`config.mk`:
```
export PLATFORM = sky130hd
export DESIGN_NAME = ps2_envio_trama
export DESIGN_NICKNAME = d
export VERILOG_FILES = /design/src/rtl/ps2_envio_trama.sv
export SDC_FILE = /design/constraint.sdc
export NUM_CORES = 1
export LEC_CHECK = 0
export ABC_CLOCK_PERIOD_IN_PS = 1500
export CORE_MARGIN = 5
export CORE_UTILIZATION = 50
export CTS_CLUSTER_DIAMETER = 50
export DETAILED_ROUTE_END_ITERATION = 10
export PLACE_DENSITY = 0.83
export SKIP_LAST_GASP = 1
export SLEW_MARGIN = 40
export SYNTH_ARGS = -nofsm -noshare
export SYNTH_HDL_FRONTEND = slang
export SYNTH_SLANG_ARGS = --single-unit
```
`constraint.sdc`:
```
create_clock -name clk -period 1.5 [get_ports clk]
set_input_delay 0.3 -clock clk [delete_from_list [all_inputs] [get_ports clk]]
set_output_delay 0.3 -clock clk [all_outputs]
set_load 0.02 [all_outputs]
```
`src/rtl/ps2_envio_trama.sv`:
```
// ---------------------------------------------------------------------------
// ps2_envio_trama
//
// Serialises one byte as an 11-bit PS/2-style frame
//   {stop=1, parity, dato[7:0] (LSB first on the line), start=0}
// and advances one frame bit per bit-time pulse from the upstream
// bit-timer. After the stop bit, the next bit-time pulse returns the line
// to idle. On that same pulse the device acknowledge is sampled from the
// synchronised line readback.
//
// Ports
//   clk        system clock, rising edge
//   rst        asynchronous reset, active low
//   tiempo     one-cycle bit-time pulse
//   inicio     frame start request (level, honoured only when idle)
//   dato       byte to send, captured when the request is accepted
//   linea_rx   serial line readback (asynchronous to clk)
//   serie      registered serial output, idle high
//   ocupado    high while a frame is in progress
//   listo      one-cycle frame-complete pulse
//   error_ack  1 = device did not acknowledge the last frame
//   n_bit      index of the frame bit on serie (0..10), 0 when idle
// ---------------------------------------------------------------------------
module ps2_envio_trama #(
  parameter bit PARIDAD_IMPAR = 1'b1   // 1 = odd parity, 0 = even parity
) (
  input  logic       clk,
  input  logic       rst,
  input  logic       tiempo,
  input  logic       inicio,
  input  logic [7:0] dato,
  input  logic       linea_rx,
  output logic       serie,
  output logic       ocupado,
  output logic       listo,
  output logic       error_ack,
  output logic [3:0] n_bit
);

  // ACK is the last frame bit (stop) on the line: the next bit time
  // samples the acknowledge and closes the frame.
  typedef enum logic [2:0] {
    IDLE,
    ESPERA,
    ENVIO,
    ACK,
    FIN
  } estado_t;

  estado_t     estado, estado_sig;
  logic        cargar;      // accept request, capture byte
  logic        desplazar;   // put the next frame bit on the line
  logic        muestrear;   // sample the acknowledge, release the line
  logic [10:0] trama;       // remaining frame bits, next one in bit 0
  logic        paridad;
  logic        sinc1, sinc2;

  assign paridad = PARIDAD_IMPAR ? ~^dato : ^dato;

  // ---------------------------------------------------------------------
  // State register
  // ---------------------------------------------------------------------
  // NOTE: sequential state uses non-blocking assignments so every register
  // samples the values from before the clock edge.
  always_ff @(posedge clk or negedge rst) begin
    if (!rst) estado <= IDLE;
    else      estado <= estado_sig;
  end

  // ---------------------------------------------------------------------
  // Next state and control strobes
  // ---------------------------------------------------------------------
  always_comb begin
    // NOTE: every output of this block gets a default first, so no path
    // can leave one unassigned and infer a latch.
    estado_sig = estado;
    cargar     = 1'b0;
    desplazar  = 1'b0;
    muestrear  = 1'b0;
    unique case (estado)
      // A tiempo in the acceptance cycle is deliberately not a bit time.
      IDLE: begin
        if (inicio) begin
          cargar     = 1'b1;
          estado_sig = ESPERA;
        end
      end
      ESPERA: begin
        if (tiempo) begin
          desplazar  = 1'b1;
          estado_sig = ENVIO;
        end
      end
      ENVIO: begin
        if (tiempo) begin
          desplazar = 1'b1;
          // Bit 9 is on the line now; this pulse puts the stop bit out.
          if (n_bit == 4'd9) estado_sig = ACK;
        end
      end
      ACK: begin
        if (tiempo) begin
          muestrear  = 1'b1;
          estado_sig = FIN;
        end
      end
      FIN:     estado_sig = IDLE;
      default: estado_sig = IDLE;
    endcase
  end

  // ---------------------------------------------------------------------
  // Frame shifter, serial output, bit index and acknowledge flag
  // ---------------------------------------------------------------------
  always_ff @(posedge clk or negedge rst) begin
    if (!rst) begin
      trama     <= '1;
      serie     <= 1'b1;
      n_bit     <= 4'd0;
      error_ack <= 1'b0;
    end else begin
      if (cargar) begin
        trama     <= {1'b1, paridad, dato, 1'b0};
        error_ack <= 1'b0;
      end
      if (desplazar) begin
        serie <= trama[0];
        trama <= {1'b1, trama[10:1]};
        n_bit <= (estado == ESPERA) ? 4'd0 : n_bit + 4'd1;
      end
      if (muestrear) begin
        serie     <= 1'b1;
        error_ack <= sinc2;   // a low line means the device acknowledged
        n_bit     <= 4'd0;
      end
    end
  end

  // ---------------------------------------------------------------------
  // Two-flop synchroniser for the line readback, idles high
  // ---------------------------------------------------------------------
  always_ff @(posedge clk or negedge rst) begin
    if (!rst) begin
      sinc1 <= 1'b1;
      sinc2 <= 1'b1;
    end else begin
      sinc1 <= linea_rx;
      sinc2 <= sinc1;
    end
  end

  assign ocupado = (estado == ESPERA) || (estado == ENVIO) || (estado == ACK);
  assign listo   = (estado == FIN);

endmodule

```
-- After elaboration in Yosys (flattened, before gate mapping)
Index checks and enable logic that the tools add are counted.
- equal/unequal tests: 10
- $add $sub $neg: 1
- muxes and demuxes: 20
- reductions and logical operators: 9
- operator list (operator ; count):
    two-way mux 11 bit ; 2
    two-way mux 3 bit ; 5
    two-way mux 4 bit ; 3
    case mux 3 bit (4 select lines) ; 1
    != test 2 bit (second input constant) ; 5
    two-way mux 1 bit ; 9
    XNOR reduction 8 bit ; 1
    == test 3 x 2 -> 1 bit (second input constant) ; 2
    nonzero test 2 bit ; 3
    AND reduction 5 bit ; 1
    adder 4 x 1 -> 4 bit (second input constant) ; 1
    == test 4 bit (second input constant) ; 1
    == test 3 x 1 -> 1 bit (second input constant) ; 1
    == test 3 bit (second input constant) ; 1
    zero test 3 bit ; 1
    logical OR 1 bit ; 2
    OR reduction 2 bit ; 1
- bits of input ports: 13
- flip-flop bits (word level): 22
- logic and storage cells: 47

-- Depth between registers and ports, before layout
- depth after elaboration: 5
- gate-level depth with buffers: 6

-- Worst setup path after synthesis
No wires, ideal clock.
- kind: register to register
- from: register estado[1]
- to: register trama[1]
- stages on the path, launching flop included: 7
- path buffers: 2
- library setup time: 82 ps
- arrival: 1173 ps
- setup slack: 245 ps
- period minus slack after synthesis: 1255 ps
- required time: 1418 ps
- cell sequence: dfrtp_1 -> buf_6 -> xor2_2 -> and2_4 -> buf_6 -> a22oi_1 -> nand2_1
- cells in the longest elaborated chain, start to end: 4
- RTL lines (element ; RTL line ; text):
    start: declaration ; 50 ; estado_t estado, estado_sig;
    start signal: assignment ; 67 ; else estado <= estado_sig;
    == test 3 x 1 -> 1 bit or == test 3 x 2 -> 1 bit (tied branches) ; 80 ; unique case (estado)
    OR reduction 2 bit (no line) ; n/a ;
    two-way mux 1 bit ; n/a ;
    two-way mux 11 bit or nonzero test 2 bit (tied branches) ; n/a ;
    end signal: assignment ; 123 ; trama <= {1'b1, paridad, dato, 1'b0};
    end signal: assignment ; 128 ; trama <= {1'b1, trama[10:1]};
    end: declaration ; 54 ; logic [10:0] trama;
Parallel ways exist; a longest one is shown, timed or not.
A chain may end at the register's enable or synchronous reset.

-- Worst setup path in the final report
- from: register estado[1]
- to: output ocupado
- cells in the longest elaborated chain, start to end: 3
- RTL lines (element ; RTL line ; text):
    == test 3 x 1 -> 1 bit or == test 3 x 2 -> 1 bit (tied branches) ; 152 ; assign ocupado = (estado == ESPERA) || (estado == ENVIO) || (estado == ACK);
    logical OR 1 bit ; 152 ;
    logical OR 1 bit * ; 152 ;
    end: declaration ; 34 ; output logic ocupado,
Mark *: on every way between the ends. The rest lies on a longest branch, timed or not.

==> metrics.txt <==
# TYPE chip_impl_metric gauge
chip_impl_info{name="regToRegStartpoint",value="estado[0]"} 1
chip_impl_metric{name="power.sequential.fraction",unit=""} 0.388
chip_impl_metric{name="async_flop_share",unit=""} 1.00
chip_impl_metric{name="worst_slew_pin_slew",unit="ns"} 0.275
chip_impl_metric{name="p_total",unit="mW"} 2.73
chip_impl_info{name="synth.cells.most_frequent",value="sky130_fd_sc_hd__nand2_1, sky130_fd_sc_hd__dfstp_2, sky130_fd_sc_hd__a22oi_1, sky130_fd_sc_hd__dfrtp_1, sky130_fd_sc_hd__xnor2_1"} 1
chip_impl_info{name="synthFlopType",value="sky130_fd_sc_hd__dfstp_2"} 1
chip_impl_metric{name="synth_top_cell_area_share",unit=""} 0.318
chip_impl_metric{name="ys_ff_latch",unit=""} 21
chip_impl_info{name="worstHoldPathType",value="input pin to asynchronous set/reset pin"} 1
chip_impl_metric{name="dieArea",unit="um^2"} 3170
chip_impl_info{name="global_route.peak_usage_layer",value="met2"} 1
chip_impl_info{name="setup.worst_path.start",value="estado[1]"} 1
chip_impl_metric{name="r2r.worst_path.cells",unit=""} 7
chip_impl_metric{name="die_h",unit="um"} 56.3
chip_impl_metric{name="fin_skew",unit="ns"} 0.00124
chip_impl_metric{name="vias",unit=""} 869
chip_impl_info{name="setup.worst_path.end_class",value="primary output"} 1
chip_impl_info{name="worst_setup_path_endpoint",value="ocupado"} 1
chip_impl_info{name="path_class",value="flop to primary output"} 1
chip_impl_info{name="synth.area.top_cells",value="sky130_fd_sc_hd__dfstp_2, sky130_fd_sc_hd__dfrtp_1, sky130_fd_sc_hd__nand2_1, sky130_fd_sc_hd__xnor2_1, sky130_fd_sc_hd__a22oi_1"} 1
chip_impl_metric{name="power.density",unit="nW/um^2"} 1960
chip_impl_metric{name="syn_area_per_cell",unit="um^2"} 10.5
chip_impl_metric{name="synthesized_netlist_net_count",unit=""} 117
chip_impl_info{name="setup.worst_path.start_class",value="flop"} 1
chip_impl_metric{name="timing.critical_path.required",unit="ns"} 1.20
chip_impl_metric{name="post_cts_hold_buffer_count",unit=""} 0
chip_impl_metric{name="globalRouteMet1Util",unit=""} 0.191
chip_impl_metric{name="design.final.nets",unit=""} 152
chip_impl_metric{name="globalRouteOverflowTotal",unit=""} 0
chip_impl_metric{name="combinationalPowerShare",unit=""} 0.515
chip_impl_metric{name="floorplan.rows",unit=""} 16
chip_impl_metric{name="use_met2",unit=""} 0.257
chip_impl_metric{name="detailed_routing_iterations_pass_1",unit=""} 4
chip_impl_metric{name="vias_in_the_first_global_route",unit=""} 882
chip_impl_metric{name="timing.max_cap.violations",unit=""} 0
chip_impl_metric{name="cts_max_level",unit=""} 1
chip_impl_metric{name="r2r_setup_slack",unit="ns"} 0.08
chip_impl_metric{name="final_util",unit=""} 0.693
chip_impl_metric{name="initial_core_util",unit=""} 0.536
chip_impl_metric{name="wire_length_of_the_first_global_routing_pass",unit="um"} 3870
chip_impl_metric{name="num_antenna_cells",unit=""} 0
chip_impl_info{name="synth_largest_area_cell",value="sky130_fd_sc_hd__dfstp_2"} 1
chip_impl_info{name="tritoncts",value="done"} 1
chip_impl_metric{name="syn_inst",unit=""} 102
chip_impl_metric{name="synth_warnings",unit=""} 0
chip_impl_info{name="outcome",value="complete, no violations"} 1
chip_impl_metric{name="totalWireLength",unit="um"} 2180
chip_impl_metric{name="drt-initial-drc-count",unit=""} 13
chip_impl_metric{name="route.detailed.vias_per_inst",unit=""} 5.33
chip_impl_info{name="rsz_0062_raised_after_global_routing",value="false"} 1
chip_impl_metric{name="final.min_clock_period",unit="ns"} 1.43
chip_impl_metric{name="gp_congestion",unit=""} 0.772
chip_impl_metric{name="io-pin-count",unit=""} 21
chip_impl_metric{name="timing.final.hold_violations",unit=""} 0
chip_impl_metric{name="totalNegativeSetupSlack",unit="ns"} 0
chip_impl_metric{name="tritoncts.num_buffers",unit=""} 3
chip_impl_metric{name="grtUsageMet3",unit=""} 0.0390
chip_impl_metric{name="fmaxAchievable",unit="MHz"} 698
chip_impl_metric{name="fin_ws",unit="ns"} 0.0672
chip_impl_metric{name="grt_max_degree",unit=""} 22
chip_impl_metric{name="antenna_left",unit=""} 0
chip_impl_metric{name="globalRouteTotalUtil",unit=""} 0.154
chip_impl_info{name="cts-root-buf",value="sky130_fd_sc_hd__clkbuf_4"} 1
chip_impl_info{name="yosys.cell_count.top_type",value="sky130_fd_sc_hd__nand2_1"} 1
chip_impl_metric{name="area_after_detailed_placement",unit="um^2"} 1370
chip_impl_metric{name="route.detailed.drc",unit=""} 0
chip_impl_metric{name="areaGrowthSynthToFinish",unit="%"} 29.3
chip_impl_metric{name="synthesis.area",unit="um^2"} 1070
chip_impl_metric{name="routedWlPerCell",unit="um"} 13.4
chip_impl_metric{name="switching_share",unit=""} 0.393
chip_impl_metric{name="slew-limit-headroom",unit=""} 0.815
chip_impl_metric{name="final_cell_area",unit="um^2"} 1390
chip_impl_metric{name="post_route_cells_drive_above_1_share",unit=""} 0.294
chip_impl_metric{name="clock_tree.buffer_depth",unit=""} 2
chip_impl_metric{name="sequential_fraction_of_the_synthesis_area",unit=""} 0.505
chip_impl_metric{name="crit_arrival",unit="ns"} 1.13
chip_impl_metric{name="final-max-slew-violation-count",unit=""} 0
chip_impl_metric{name="clock_insertion_delay_worst_skew",unit="ns"} 0.29
chip_impl_metric{name="horizontal_die_dimension",unit="um"} 56.3
chip_impl_metric{name="final.period_utilization",unit=""} 0.955
chip_impl_metric{name="clkSinkCount",unit=""} 21
chip_impl_metric{name="total_switching_power",unit="mW"} 1.07
chip_impl_metric{name="port_buffers",unit=""} 20
chip_impl_metric{name="number_of_antenna_violations_at_the_first_check_in_global_routing",unit=""} 0
chip_impl_metric{name="power_report.internal_total",unit="mW"} 1.65
chip_impl_metric{name="core-area",unit="um^2"} 2000
chip_impl_metric{name="path_max_fanout",unit=""} 2
chip_impl_metric{name="finalSetupViolations",unit=""} 0
chip_impl_metric{name="place_ws",unit="ns"} -0.200
chip_impl_metric{name="dp_hpwl",unit="um"} 1660
chip_impl_metric{name="synth_cell_type_count",unit=""} 31
chip_impl_metric{name="cellLeakagePower",unit="nW"} 0.617
chip_impl_metric{name="p_clk_frac",unit=""} 0.097
chip_impl_metric{name="number_of_flops_mapped_to_enable_cells_by_yosys",unit=""} 0
chip_impl_metric{name="ir_drop",unit="mV"} 1.14
chip_impl_info{name="rr_endpoint",value="trama[6]"} 1
chip_impl_metric{name="worst_setup_hold_path_clk_slew",unit="ns"} 0.11
final cells by class:
type                       count  area [um^2]
timing repair buffer          34          289
inverter                       3         11.3
sequential                    21          542
fill                         165          614
multi-input combinational     74          485
tap                           27         33.8
clock buffer                   4         26.3
power groups by stage:
stage | combinational [mW] | clock (mW) | sequential [mW]
floorplan | 0.878 | 0 | 1.13
detailed placement | 1.46 | 0 | 1.07
finish | 1.40 | 0.264 | 1.06
global route | 1.55 | 0.298 | 1.09
global placement | 1.40 | 0 | 1.05
CTS | 1.40 | 0.276 | 1.06
worst min path at each step:
stage                     startpoint  depth (start not counted)        end
after global routing             rst                          2   n_bit[3]
after global placement         sinc1                          0      sinc2
after CTS                        rst                          2   n_bit[3]
after floorplan                  rst                          0  error_ack
final                            rst                          2   n_bit[3]
after detailed placement       sinc1                          0      sinc2
stage by stage:
stage	hold slack, ns	cells
floorplan	0.00441	102
CTS	0.326	162
detailed placement	0.349	158
finish	0.330	163
global placement	0.346	158
global route	0.341	163
worst max-delay path: stages (launching register included):
cell and delay, ns:
sky130_fd_sc_hd__dfrtp_1 0.41, sky130_fd_sc_hd__nor2_2 0.13, sky130_fd_sc_hd__buf_4 0.12, sky130_fd_sc_hd__nor2_1 0.03, sky130_fd_sc_hd__buf_2 0.15
registers in the layout, indices dropped and copies added, names as in the netlist:
name       flops
trama         10
n_bit          4
estado         3
error_ack      1
serie          1
sinc1          1
sinc2          1
repair_timing:
| item | CTS | global route |
|---|---|---|
| cloned | 0 | 0 |
| gates resized for setup | 12 | 3 |
| pin swaps | 0 | 1 |
| endpoints found under the setup margin | 8 | 4 |
| buffers inserted | 0 | 1 |
logic make-up (layout without fill, tap and decap cells):
family / count (synthesis) / count (layout) / synth area share
and+or+nand+nor: 40 / 40 / 0.186
AOI/OAI and AO/OA: 22 / 22 / 0.149
DFF: 21 / 21 / 0.505
xor gates and xnor gates: 9 / 9 / 0.0804
buffers and inverters: 7 / 41 / 0.0454
adders and majority gates: 2 / 2 / 0.0233
muxes: 1 / 1 / 0.0105
placed cells by master (no fill, tap or decap), types with 2 or more instances in the layout:
cell type / n
sky130_fd_sc_hd__a22oi_1: 8
sky130_fd_sc_hd__buf_4: 14
sky130_fd_sc_hd__ha_1: 2
sky130_fd_sc_hd__nand2_1: 23
sky130_fd_sc_hd__clkbuf_4: 3
sky130_fd_sc_hd__a21oi_1: 3
sky130_fd_sc_hd__o21ai_0: 3
sky130_fd_sc_hd__dfstp_2: 13
sky130_fd_sc_hd__nor3_1: 3
sky130_fd_sc_hd__xnor2_1: 8
sky130_fd_sc_hd__dfrtp_1: 8
sky130_fd_sc_hd__nor2_1: 5
sky130_fd_sc_hd__clkdlybuf4s50_1: 12
sky130_fd_sc_hd__inv_1: 3
sky130_fd_sc_hd__dlygate4sd2_1: 5
per-layer routing:
| metal | share of wire | up-vias |
|---|---|---|
| met4 | 0.0046 | 0 |
| li1 | - | 416 |
| met5 | 0 | - |
| met2 | 0.51 | 21 |
| met1 | 0.44 | 430 |
| met3 | 0.053 | 2 |
Power figures use the tool's default switching activity.
